===== src/rtl/vga_vram_pkg.sv =====
// vga_vram_pkg: shared VRAM port widths, host-read FSM states and port grant encoding.
package vga_vram_pkg;
    localparam int DEFAULT_ADDR_W = 13;
    localparam int DEFAULT_DATA_W = 8;
    typedef enum logic [1:0] {IDLE = 2'd0, RD_WAIT = 2'd1, RD_DATA = 2'd2} rdState_t;
    typedef enum logic [1:0] {NONE, DISP, HWR, HRD} grant_t;
endpackage


===== src/rtl/vram_wr_fifo.sv =====
// vram_wr_fifo: posted host-write FIFO; pushes while full are dropped, pops while empty ignored.
module vram_wr_fifo #(
    parameter int W = 21,
    parameter int DEPTH = 4
) (
    input  logic         clk,
    input  logic         rst,
    input  logic         push,
    input  logic [W-1:0] pushData,
    input  logic         pop,
    output logic         full,
    output logic         empty,
    output logic [W-1:0] head
);
    localparam int PW = $clog2(DEPTH);
    logic [W-1:0] mem [DEPTH];
    logic [PW-1:0] wrPtr, rdPtr;
    logic [PW:0] count, countNext;
    logic doPush, doPop;
    always_comb begin
        doPush = push && !full;
        doPop = pop && !empty;
        countNext = count + (PW+1)'(doPush) - (PW+1)'(doPop);
    end
    always_ff @(posedge clk or posedge rst) begin
        if (rst) begin
            wrPtr <= '0;
            rdPtr <= '0;
            count <= '0;
            full <= 1'b0;
        end else begin
            if (doPush) wrPtr <= wrPtr + 1'b1;
            if (doPop) rdPtr <= rdPtr + 1'b1;
            count <= countNext;
            full <= countNext == (PW+1)'(DEPTH);
        end
    end
    always_ff @(posedge clk) begin
        if (doPush) mem[wrPtr] <= pushData;
    end
    assign empty = count == '0;
    assign head = mem[rdPtr];
endmodule


===== src/rtl/vram_arbiter.sv =====
// vram_arbiter: shares one VRAM port between display fetch (absolute priority),
// posted host writes and host reads serialized behind those writes.
module vram_arbiter
    import vga_vram_pkg::*;
#(
    parameter int ADDR_W = DEFAULT_ADDR_W,
    parameter int DATA_W = DEFAULT_DATA_W,
    parameter int WFIFO_DEPTH = 4
) (
    input  logic              clk,
    input  logic              rst,
    input  logic              dispReq,
    input  logic [ADDR_W-1:0] dispAddr,
    output logic [DATA_W-1:0] dispData,
    output logic              dispValid,
    input  logic              hostWr,
    input  logic [ADDR_W-1:0] hostWrAddr,
    input  logic [DATA_W-1:0] hostWrData,
    output logic              hostWrFull,
    output logic              hostWrOvf,
    input  logic              hostRdReq,
    input  logic [ADDR_W-1:0] hostRdAddr,
    output logic [DATA_W-1:0] hostRdData,
    output logic              hostRdValid,
    output logic              hostRdBusy,
    output logic              vramEn,
    output logic              vramWe,
    output logic [ADDR_W-1:0] vramAddr,
    output logic [DATA_W-1:0] vramWrData,
    input  logic [DATA_W-1:0] vramRdData
);
    logic prevWr, prevRd, wrEdge, rdEdge, fifoEmpty;
    logic [ADDR_W+DATA_W-1:0] head;
    logic [ADDR_W-1:0] rdAddr;
    rdState_t state;
    grant_t grant;

    assign wrEdge = hostWr && !prevWr;
    assign rdEdge = hostRdReq && !prevRd;
    // The read only wins once the FIFO is drained, so it sees every earlier write
    assign grant = dispReq ? DISP : !fifoEmpty ? HWR : (state == RD_WAIT) ? HRD : NONE;

    vram_wr_fifo #(.W(ADDR_W + DATA_W), .DEPTH(WFIFO_DEPTH)) wrFifo (
        .clk(clk),
        .rst(rst),
        .push(wrEdge),
        .pushData({hostWrAddr, hostWrData}),
        .pop(grant == HWR),
        .full(hostWrFull),
        .empty(fifoEmpty),
        .head(head)
    );

    always_comb begin
        vramEn = !rst && grant != NONE;
        vramWe = !rst && grant == HWR;
        vramAddr = grant == DISP ? dispAddr : grant == HWR ? head[ADDR_W+DATA_W-1:DATA_W] : rdAddr;
        vramWrData = head[DATA_W-1:0];
    end

    assign dispData = vramRdData;
    assign hostRdBusy = state != IDLE;

    always_ff @(posedge clk or posedge rst) begin
        if (rst) begin
            prevWr <= 1'b0;
            prevRd <= 1'b0;
            hostWrOvf <= 1'b0;
            hostRdData <= '0;
            hostRdValid <= 1'b0;
            dispValid <= 1'b0;
            rdAddr <= '0;
            state <= IDLE;
        end else begin
            prevWr <= hostWr;
            prevRd <= hostRdReq;
            dispValid <= dispReq;
            hostRdValid <= 1'b0;
            if (wrEdge && hostWrFull) hostWrOvf <= 1'b1;
            if (state == IDLE && rdEdge) begin
                state <= RD_WAIT;
                rdAddr <= hostRdAddr;
            end else if (grant == HRD) begin
                state <= RD_DATA;
            end else if (state == RD_DATA) begin
                state <= IDLE;
                hostRdData <= vramRdData;
                hostRdValid <= 1'b1;
            end
        end
    end
endmodule


===== config.mk =====
export PLATFORM = sky130hd
export DESIGN_NAME = vram_arbiter
export DESIGN_NICKNAME = d
export VERILOG_FILES = /design/src/rtl/vga_vram_pkg.sv /design/src/rtl/vram_wr_fifo.sv /design/src/rtl/vram_arbiter.sv
export SDC_FILE = /design/constraint.sdc
export NUM_CORES = 1
export LEC_CHECK = 0
export CAP_MARGIN = 15
export CORE_MARGIN = 2
export CORE_UTILIZATION = 45
export DETAILED_ROUTE_END_ITERATION = 7
export GPL_TIMING_DRIVEN = 0
export PLACE_DENSITY = 0.73
export SLEW_MARGIN = 40
export SYNTH_ARGS = -nofsm -noshare
export SYNTH_HDL_FRONTEND = slang
export SYNTH_SLANG_ARGS = --single-unit

===== constraint.sdc =====
create_clock -name clk -period 3.1 [get_ports clk]
set_clock_uncertainty 0.1 [all_clocks]
set_input_delay 0.62 -clock clk [delete_from_list [all_inputs] [get_ports clk]]
set_output_delay 0.62 -clock clk [all_outputs]
set_load 0.01 [all_outputs]

==> results of run 1 <==
[layer usage]
layer / routed length, µm / up-vias / share of wire
met4: 95 / 0 / 0.010
met3: 654 / 8 / 0.070
met1: 4120 / 1326 / 0.44
met2: 4510 / 121 / 0.48
met5: 0 / - / 0
li1: - / 1241 / -
[power groups by stage]
stage               clock, mW  sequential, mW  combinational (mW)
floorplan                   0            2.24                1.03
global placement            0            2.23                1.74
detailed placement          0            2.24                1.77
CTS                      1.81            2.21                1.76
global route             1.88            2.25                1.89
finish                   1.78            2.21                1.73
[registers in the layout, summed over array words and instances (netlist names)]
signal,flops
wrFifo.mem,84
wrFifo.wrPtr,2
wrFifo.full,1
state,2
prevRd,1
hostWrOvf,1
rdAddr,13
wrFifo.count,3
dispValid,1
hostRdData,8
hostRdValid,1
wrFifo.rdPtr,2
prevWr,1
[cell families after synthesis]
| family | share of synthesized area |
|---|---|
| multiplexers | 0.149 |
| flip-flops | 0.707 |
| AO/OA/AOI/OAI | 0.0408 |
| XOR/XNOR | 0.00905 |
| buffers and inverters | 0.0447 |
| adder cells (fa/ha/maj) | 0.0196 |
| AND/OR/NAND/NOR | 0.0295 |
[Yosys cell counts (2+ instances only)]
master,count
a22oi_1,13
o21ai_0,14
nor3b_1,2
edfxtp_1,84
mux4_2,18
ha_1,6
and2_1,4
buf_6,3
buf_2,5
dfrtp_1,36
clkbuf_1,2
buf_4,9
mux2_2,21
mux4_1,3
xnor2_1,4
inv_1,22
[worst max-delay path: stages (launching register included)]
cell and delay (ns):
dfrtp_1 0.41, clkbuf_4 0.22, mux4_2 0.25, inv_1 0.04, o21ai_0 0.20, clkdlybuf4s50_1 0.60
[repair_timing]
action / 4_1_cts / 5_1_grt
endpoints found under the setup margin: 24 / 8
setup buffers: 2 / 0
cloned: 0 / 0
gates resized for setup: 17 / 9
pin swaps: 1 / 0
[per-stage QoR]
stage          worst slack, ns  cells
2_1_floorplan            0.455    263
3_3_place_gp            -0.533    502
4_1_cts                 0.0120    535
5_1_grt                 0.0324    535
3_5_place_dp            -0.635    502
6_report                 0.153    535
[worst paths after layout]
check	from	endpoint	slack, ns	depth (start not counted)
setup / recovery	wrFifo.rdPtr[1]$_DFFE_PP0P_	vramAddr[1]	0.15	5
hold / removal	hostWrOvf$_DFFE_PP0P_	hostWrOvf$_DFFE_PP0P_	0.38	1
setup reg to reg	wrFifo.count[1]$_DFF_PP0_	wrFifo.full$_DFF_PP0_	0.28	11
hold reg to reg	hostWrOvf$_DFFE_PP0P_	hostWrOvf$_DFFE_PP0P_	0.38	1
max in group asynchronous	rst	wrFifo.wrPtr[0]$_DFFE_PP0P_	2.04	2
min in group asynchronous	rst	rdAddr[3]$_DFFE_PP0P_	0.47	2
[final cells by class]
| class | count | area [µm²] | share of cell area |
|---|---|---|---|
| buffer | 18 | 151 | 0.0228 |
| inverter | 22 | 83.8 | 0.0126 |
| clock inverter | 15 | 136 | 0.0206 |
| multi-input combinational | 102 | 1200 | 0.182 |
| clock buffer | 17 | 414 | 0.0625 |
| tap | 136 | 170 | 0.0257 |
| timing repair buffer | 105 | 1050 | 0.158 |
| sequential | 120 | 3420 | 0.516 |
==> metrics, run 1 <==
Final Hold Viols=0; Synthesized Nets=330; sequential fraction of the synthesis area=0.707; DRC Markers=0; Placer Congestion=0.757; top post-synthesis cells by area=edfxtp_1, dfrtp_1, mux4_2; initial antenna violation count=0; CTS Hold Buffers Added=0; CTS root buf=clkbuf_8; vias in the first global route=2825; Crit Path Max Fanout=10; Max VDD drop=0.480 mV; switching power=1.56 mW; status=finished, final reports clean; met1 Resource Use GR=0.228; CP Capture Type=output port; Post-Route WL=9380 µm; design area=6630 µm²; grt met2 use=0.270; nets=453; Starting Density=0.467; clock sink count=120; Core Util, Final=0.639; std cell rows=37; Worst Path Required=2.38 ns; largest net degree at the start of global routing=37; yosys warns=0; synthesized area=4840 µm²; Max Fclk=339 MHz; Primary FF master, synth=edfxtp_1; Power Total=5.72 mW; Mapped Avg Cell Area=18.4 µm²; Power per Cell Area=863 nW/µm²; Setup-failing EPs final=0; via/cell ratio=5.04; P&R area growth vs syn=37.0%; post-DP HPWL=6230 µm; Die Ht=108 µm; CTS Buf Count=17; # diodes=0; Final min period=2.95 ns; Cells after Synth=263; Longest Clk Path Bufs=2; IO buf count=103; first-pass GRT wire length=14700 µm; Core Footprint=10400 µm²; most frequent cells in the layout=clkdlybuf4s50_1, edfxtp_1, dfrtp_1; fillers=768; Max-cap violations=0; Detail Route Antenna Nets=0; area of placed instances=6050 µm²; Post-Route Setup TNS=0 ns; gr busiest metal=met2; commonest non-fill, non-tap cell in the layout=clkdlybuf4s50_1; via count=2696; Period Utilization, post-route=0.951; num ports=104; Worst-path clk slew=0.06 ns; Min-Delay Path Class=reg -> reg; Seq pwr share=0.387; Lkg Pwr=2.55 nW; combinational share of power=0.302; Switching Share=0.273; top cell type's share of synthesized area=0.521; Tightest Pin Transition=0.627 ns; Slew HR=0.582; critical path type=reg -> out; H-tree levels=4; Critical Path AT=2.23 ns; grt total ovfl=0; RSZ-0062 raised after global routing=no; routed length per placed instance=17.5 µm; Worst Setup Start Kind=flip-flop; Yosys reg bits=120; CTS tree=done; Pint=4.16 mW; Unique masters post-synth=33; GRT Overall Usage=0.170; fraction of registers with async set/reset=0.300; 1st-iter DRT viols=151; Clock Latency Late Sink=0.50 ns; hold slack=0.377 ns; TritonRoute pass-1 iters=4; DIE WIDTH=108 µm; Max Slew Vio Count=0; cell taking the most area after synthesis=edfxtp_1; die area=11600 µm²; met3 GRT Util=0.0460; layout cells sized above 1=0.253; Clk pwr share=0.311; Post-synth EDFFs=84
Power figures use the tool's default switching activity.
==> run 2, diff against run 1 <==
--- a/config.mk
+++ b/config.mk
@@ -8,9 +8,11 @@
 export CAP_MARGIN = 15
 export CORE_MARGIN = 2
 export CORE_UTILIZATION = 45
+export CTS_BUF_LIST = sky130_fd_sc_hd__clkbuf_16
 export DETAILED_ROUTE_END_ITERATION = 7
 export GPL_TIMING_DRIVEN = 0
 export PLACE_DENSITY = 0.73
+export SETUP_SLACK_MARGIN = 0.3
 export SLEW_MARGIN = 40
 export SYNTH_ARGS = -nofsm -noshare
 export SYNTH_HDL_FRONTEND = slang
==> metrics, run 2 (synthesis results as in run 1) <==
Tightest Pin Transition=0.632 ns; Worst Setup Start Kind=flip-flop; Switching Share=0.274; Worst Path Required=2.38 ns; Seq pwr share=0.379; Max-cap violations=0; Clk pwr share=0.310; die area=11600 µm²; worst setup margin=0.379 ns; first-pass GRT wire length=14700 µm; Die Ht=108 µm; fillers=754; CP Capture Type=output port; CTS Hold Buffers Added=0; gr busiest metal=met2; Core Footprint=10400 µm²; Placer Congestion=0.757; setup slack after placement=-0.635 ns; Power per Cell Area=876 nW/µm²; biggest regs=wrFifo.mem x84, rdAddr x13, hostRdData x8; vias in the first global route=2826; H-tree levels=4; CTS Buf Count=17; r2r setup slk=0.44 ns; via count=2727; Critical Path AT=2.00 ns; Starting Density=0.467; Max Slew Vio Count=0; Detail Route Antenna Nets=0; Clock Latency Late Sink=0.40 ns; Max VDD drop=0.480 mV; Pint=4.27 mW; Lkg Pwr=2.54 nW; layout cells sized above 1=0.300; Crit Path Max Fanout=10; via/cell ratio=5.03; final cell count without fillers=542; commonest non-fill, non-tap cell in the layout=edfxtp_1; GRT Overall Usage=0.172; # diodes=0; Setup-failing EPs final=0; Post-Route WL=9510 µm; Max Fclk=368 MHz; DRC Markers=0; met3 GRT Util=0.0472; RSZ-0062 raised after global routing=no; grt total ovfl=0; Final Hold Viols=0; 1st-iter DRT viols=185; nets=460; Slew HR=0.579; most frequent cells in the layout=edfxtp_1, clkdlybuf4s50_1, dfrtp_1; largest net degree at the start of global routing=37; grt met2 use=0.273; CTS tree=done; post-DP HPWL=6230 µm; Top reg by flops=wrFifo.mem; initial antenna violation count=0; CTS root buf=clkbuf_16; critical path type=reg -> out; num ports=104; DIE WIDTH=108 µm; Longest Clk Path Bufs=2; routed length per placed instance=17.5 µm; Worst-path clk slew=0.06 ns; std cell rows=37; Period Utilization, post-route=0.878; clock sink count=120; status=finished, final reports clean; Min-Delay Path Class=reg -> reg; Placed Cells=502; switching power=1.61 mW; combinational share of power=0.311; Final min period=2.72 ns; TritonRoute pass-1 iters=4; max FFs per register=84; P&R area growth vs syn=38.8%; met1 Resource Use GR=0.228; IO buf count=103
-- run 2: final timing paths --
kind	from	endpoint	depth (start not counted)
min	hostWrOvf$_DFFE_PP0P_	hostWrOvf$_DFFE_PP0P_	1
max	wrFifo.rdPtr[0]$_DFFE_PP0P_	vramWrData[6]	5
min reg2reg	hostWrOvf$_DFFE_PP0P_	hostWrOvf$_DFFE_PP0P_	1
max in group asynchronous	rst	wrFifo.count[0]$_DFF_PP0_	2
min in group asynchronous	rst	rdAddr[8]$_DFFE_PP0P_	2
max reg2reg	wrFifo.count[2]$_DFF_PP0_	wrFifo.full$_DFF_PP0_	12
-- run 2: routing by layer --
metal  up-vias  part of all wire
li1       1254                 -
met1      1340              0.44
met2       126              0.48
met3         7             0.070
met4         0            0.0080
met5         -                 0
-- run 2: cell type report --
class | count | area, µm² | area share
timing repair buffer | 111 | 1080 | 0.161
inverter | 22 | 83.8 | 0.0125
sequential | 120 | 3430 | 0.510
clock buffer | 17 | 425 | 0.0633
tap | 136 | 170 | 0.0253
multi-input combinational | 102 | 1220 | 0.181
buffer | 19 | 176 | 0.0263
clock inverter | 15 | 136 | 0.0203
-- run 2: critical path, stage by stage, from the launching register on --
cell and delay (ns):
dfrtp_1 0.34, buf_6 0.13, buf_12 0.12, buf_12 0.14, mux4_1 0.56, dlygate4sd2_1 0.31
-- run 2: power groups by stage --
stage | logic [mW] | registers [mW] | clock network (mW)
global route | 2.00 | 2.27 | 1.92
detailed placement | 1.77 | 2.24 | 0
CTS | 1.81 | 2.22 | 1.84
floorplan | 1.03 | 2.24 | 0
global placement | 1.74 | 2.23 | 0
finish | 1.83 | 2.23 | 1.82
-- run 2: repair_timing --
item / 4_1_cts / 5_1_grt
buffers inserted: 4 / 4
resized for setup: 44 / 20
endpoints found under the hold margin: 0 / 0
endpoints found under the setup margin: 26 / 10
pin swaps: 1 / 3
-- run 2: metrics by stage --
stage	TNS [ns]	power (mW)	instance area [µm²]	util	hold slack, ns
2_1_floorplan	0	3.27	4840	-	0.381
3_3_place_gp	-5.94	3.97	6040	0.583	0.366
6_report	0	5.88	6720	0.648	0.376
3_5_place_dp	-6.15	4.01	6050	0.583	0.363
4_1_cts	0	5.87	6660	0.642	0.375
5_1_grt	0	6.19	6720	0.648	0.394
==> run 3, diff against run 2 <==
--- a/config.mk
+++ b/config.mk
@@ -11,7 +11,7 @@
 export CTS_BUF_LIST = sky130_fd_sc_hd__clkbuf_16
 export DETAILED_ROUTE_END_ITERATION = 7
 export GPL_TIMING_DRIVEN = 0
-export PLACE_DENSITY = 0.73
+export PLACE_DENSITY = 0.76
 export SETUP_SLACK_MARGIN = 0.3
 export SLEW_MARGIN = 40
 export SYNTH_ARGS = -nofsm -noshare
==> constraint.sdc (replaced) <==
create_clock -name clk -period 2.45 [get_ports clk]
set_clock_uncertainty 0.1 [all_clocks]
set_input_delay 0.49 -clock clk [delete_from_list [all_inputs] [get_ports clk]]
set_output_delay 0.49 -clock clk [all_outputs]
set_load 0.01 [all_outputs]
==> metrics, run 3 (synthesis results as in run 1) <==
Max Slew Vio Count=0; CP Cell Sequence=nor3_4, or2_4, buf_8, buf_8, inv_4, ha_4, inv_2, ha_4, fa_2, xnor2_4, xnor2_2, nor3b_2; Max Fclk=395 MHz; Min-Delay Path Class=in -> reg; combinational share of power=0.370; biggest regs=wrFifo.mem x84, rdAddr x13, hostRdData x8; TritonRoute pass-1 iters=4; Pint=6.11 mW; # diodes=0; grt total ovfl=0; Critical Path AT=2.76 ns; H-tree levels=4; initial antenna violation count=0; Longest Clk Path Bufs=2; die area=11600 µm²; CTS root buf=clkbuf_16; critical path type=reg -> reg; first-pass GRT wire length=16400 µm; Seq pwr share=0.335; CP Capture Type=flip-flop; failing checks=negative setup slack; vias in the first global route=3080; Slew HR=0.568; clock sink count=120; setup slack after placement=-0.913 ns; Final min period=2.53 ns; std cell rows=37; layout cells sized above 1=0.447; Core Footprint=10400 µm²; Starting Density=0.467; critical path's slowest cell=dfrtp_2; Detail Route Antenna Nets=0; delay of the slowest cell on the worst path=0.44 ns; Crit Path Max Fanout=4; DIE WIDTH=108 µm; Post-Route Setup TNS=-0.492 ns; status=finished with violations; Worst-path clk slew=0.05 ns; nets=487; switching power=2.34 mW; Clk pwr share=0.295; Tightest Pin Transition=0.648 ns; hold slack=0.355 ns; commonest non-fill, non-tap cell in the layout=edfxtp_1; Switching Share=0.277; P&R area growth vs syn=46.9%; largest net degree at the start of global routing=37; CP bufs+invs=4; Placer Congestion=0.706; GRT Overall Usage=0.194; routed length per placed instance=19.3 µm; max FFs per register=84; via count=2909; Power per Cell Area=1190 nW/µm²; Top reg by flops=wrFifo.mem; RSZ-0062 raised after global routing=yes; Final Hold Viols=0; DRC Markers=0; Die Ht=108 µm; uppermost routed layer=met4; num ports=104; CTS Buf Count=17; Routed met1 length=4310 µm; Placed Cells=502; Max-cap violations=0; Post-Route WL=11000 µm; 1st-iter DRT viols=132; Clock Latency Late Sink=0.40 ns; Worst Path Required=2.67 ns; Met2 Routed Length=5630 µm; Setup-failing EPs final=15; final cell count without fillers=568; Lkg Pwr=2.76 nW; most frequent cells in the layout=edfxtp_1, clkdlybuf4s50_1, dfrtp_1; IO buf count=103; post-DP HPWL=6610 µm; Max VDD drop=0.594 mV; CTS Hold Buffers Added=0; CTS tree=done; via/cell ratio=5.12; met3 WL=930 µm; worst setup margin=-0.0819 ns; Power Total=8.45 mW; Period Utilization, post-route=1.03; Worst Setup Start Kind=flip-flop; crit-path leading delay family=adder cells
run 3: changes by cell type in the layout (fill, tap and decap cells not counted), sizes merged:
cell,delta
buf,+50
bufinv,+2
clkbuf,-4
clkdlybuf4s15,-3
clkdlybuf4s50,-10
clkinvlp,-5
dlygate4sd2,-6
inv,+2
run 3: metal layers:
metal	up-vias	track usage
met5	-	0
met4	0	0.0568
met3	18	0.0823
met2	123	0.333
met1	1457	0.222
li1	1311	-
run 3: final timing paths:
| path | start | to | slack, ns | cells past startpoint |
|---|---|---|---|---|
| min reg2reg | hostWrOvf$_DFFE_PP0P_ | hostWrOvf$_DFFE_PP0P_ | 0.36 | 1 |
| max reg2reg | wrFifo.count[2]$_DFF_PP0_ | wrFifo.full$_DFF_PP0_ | -0.08 | 12 |
| max | wrFifo.count[2]$_DFF_PP0_ | wrFifo.full$_DFF_PP0_ | -0.08 | 12 |
| min in group asynchronous | rst | hostRdData[7]$_DFFE_PP0P_ | 0.44 | 2 |
| min | dispReq | dispValid$_DFF_PP0_ | 0.36 | 1 |
| max in group asynchronous | rst | wrFifo.count[1]$_DFF_PP0_ | 1.37 | 2 |
run 3: worst reg2reg max path, stage by stage, from the launching register on:
cell	delay, ns
dfrtp_2	0.44
nor3_4	0.23
or2_4	0.15
buf_8	0.09
buf_8	0.10
inv_4	0.03
ha_4	0.25
inv_2	0.04
ha_4	0.14
fa_2	0.39
xnor2_4	0.18
xnor2_2	0.14
nor3b_2	0.17
run 3: repair_timing:
action,4_1_cts,5_1_grt
pin swaps,7,3
endpoints found under the setup margin,119,108
resized for setup,165,28
gates cloned,2,0
setup buffers,21,12
run 3: cell type report:
class / count / area (µm²)
sequential: 120 / 3430
fill: 688 / 3260
timing repair buffer: 138 / 1330
multi-input combinational: 102 / 1320
clock buffer: 17 / 425
buffer: 19 / 190
tap: 136 / 170
clock inverter: 14 / 165
inverter: 22 / 86.3
run 3: power groups by stage:
| stage | Sequential [mW] | Combinational, mW | Clock, mW |
|---|---|---|---|
| CTS | 2.82 | 2.82 | 2.51 |
| global placement | 2.82 | 2.29 | 0 |
| detailed placement | 2.84 | 2.36 | 0 |
| global route | 2.87 | 3.35 | 2.61 |
| finish | 2.83 | 3.13 | 2.49 |
| floorplan | 2.84 | 1.39 | 0 |
run 3: stage by stage:
step / cell area [µm²] / util
after global routing: 7110 / 0.686
after CTS: 6920 / 0.667
after global placement: 6110 / 0.589
after detailed placement: 6110 / 0.589
final: 7110 / 0.686
after floorplan: 4900 / -
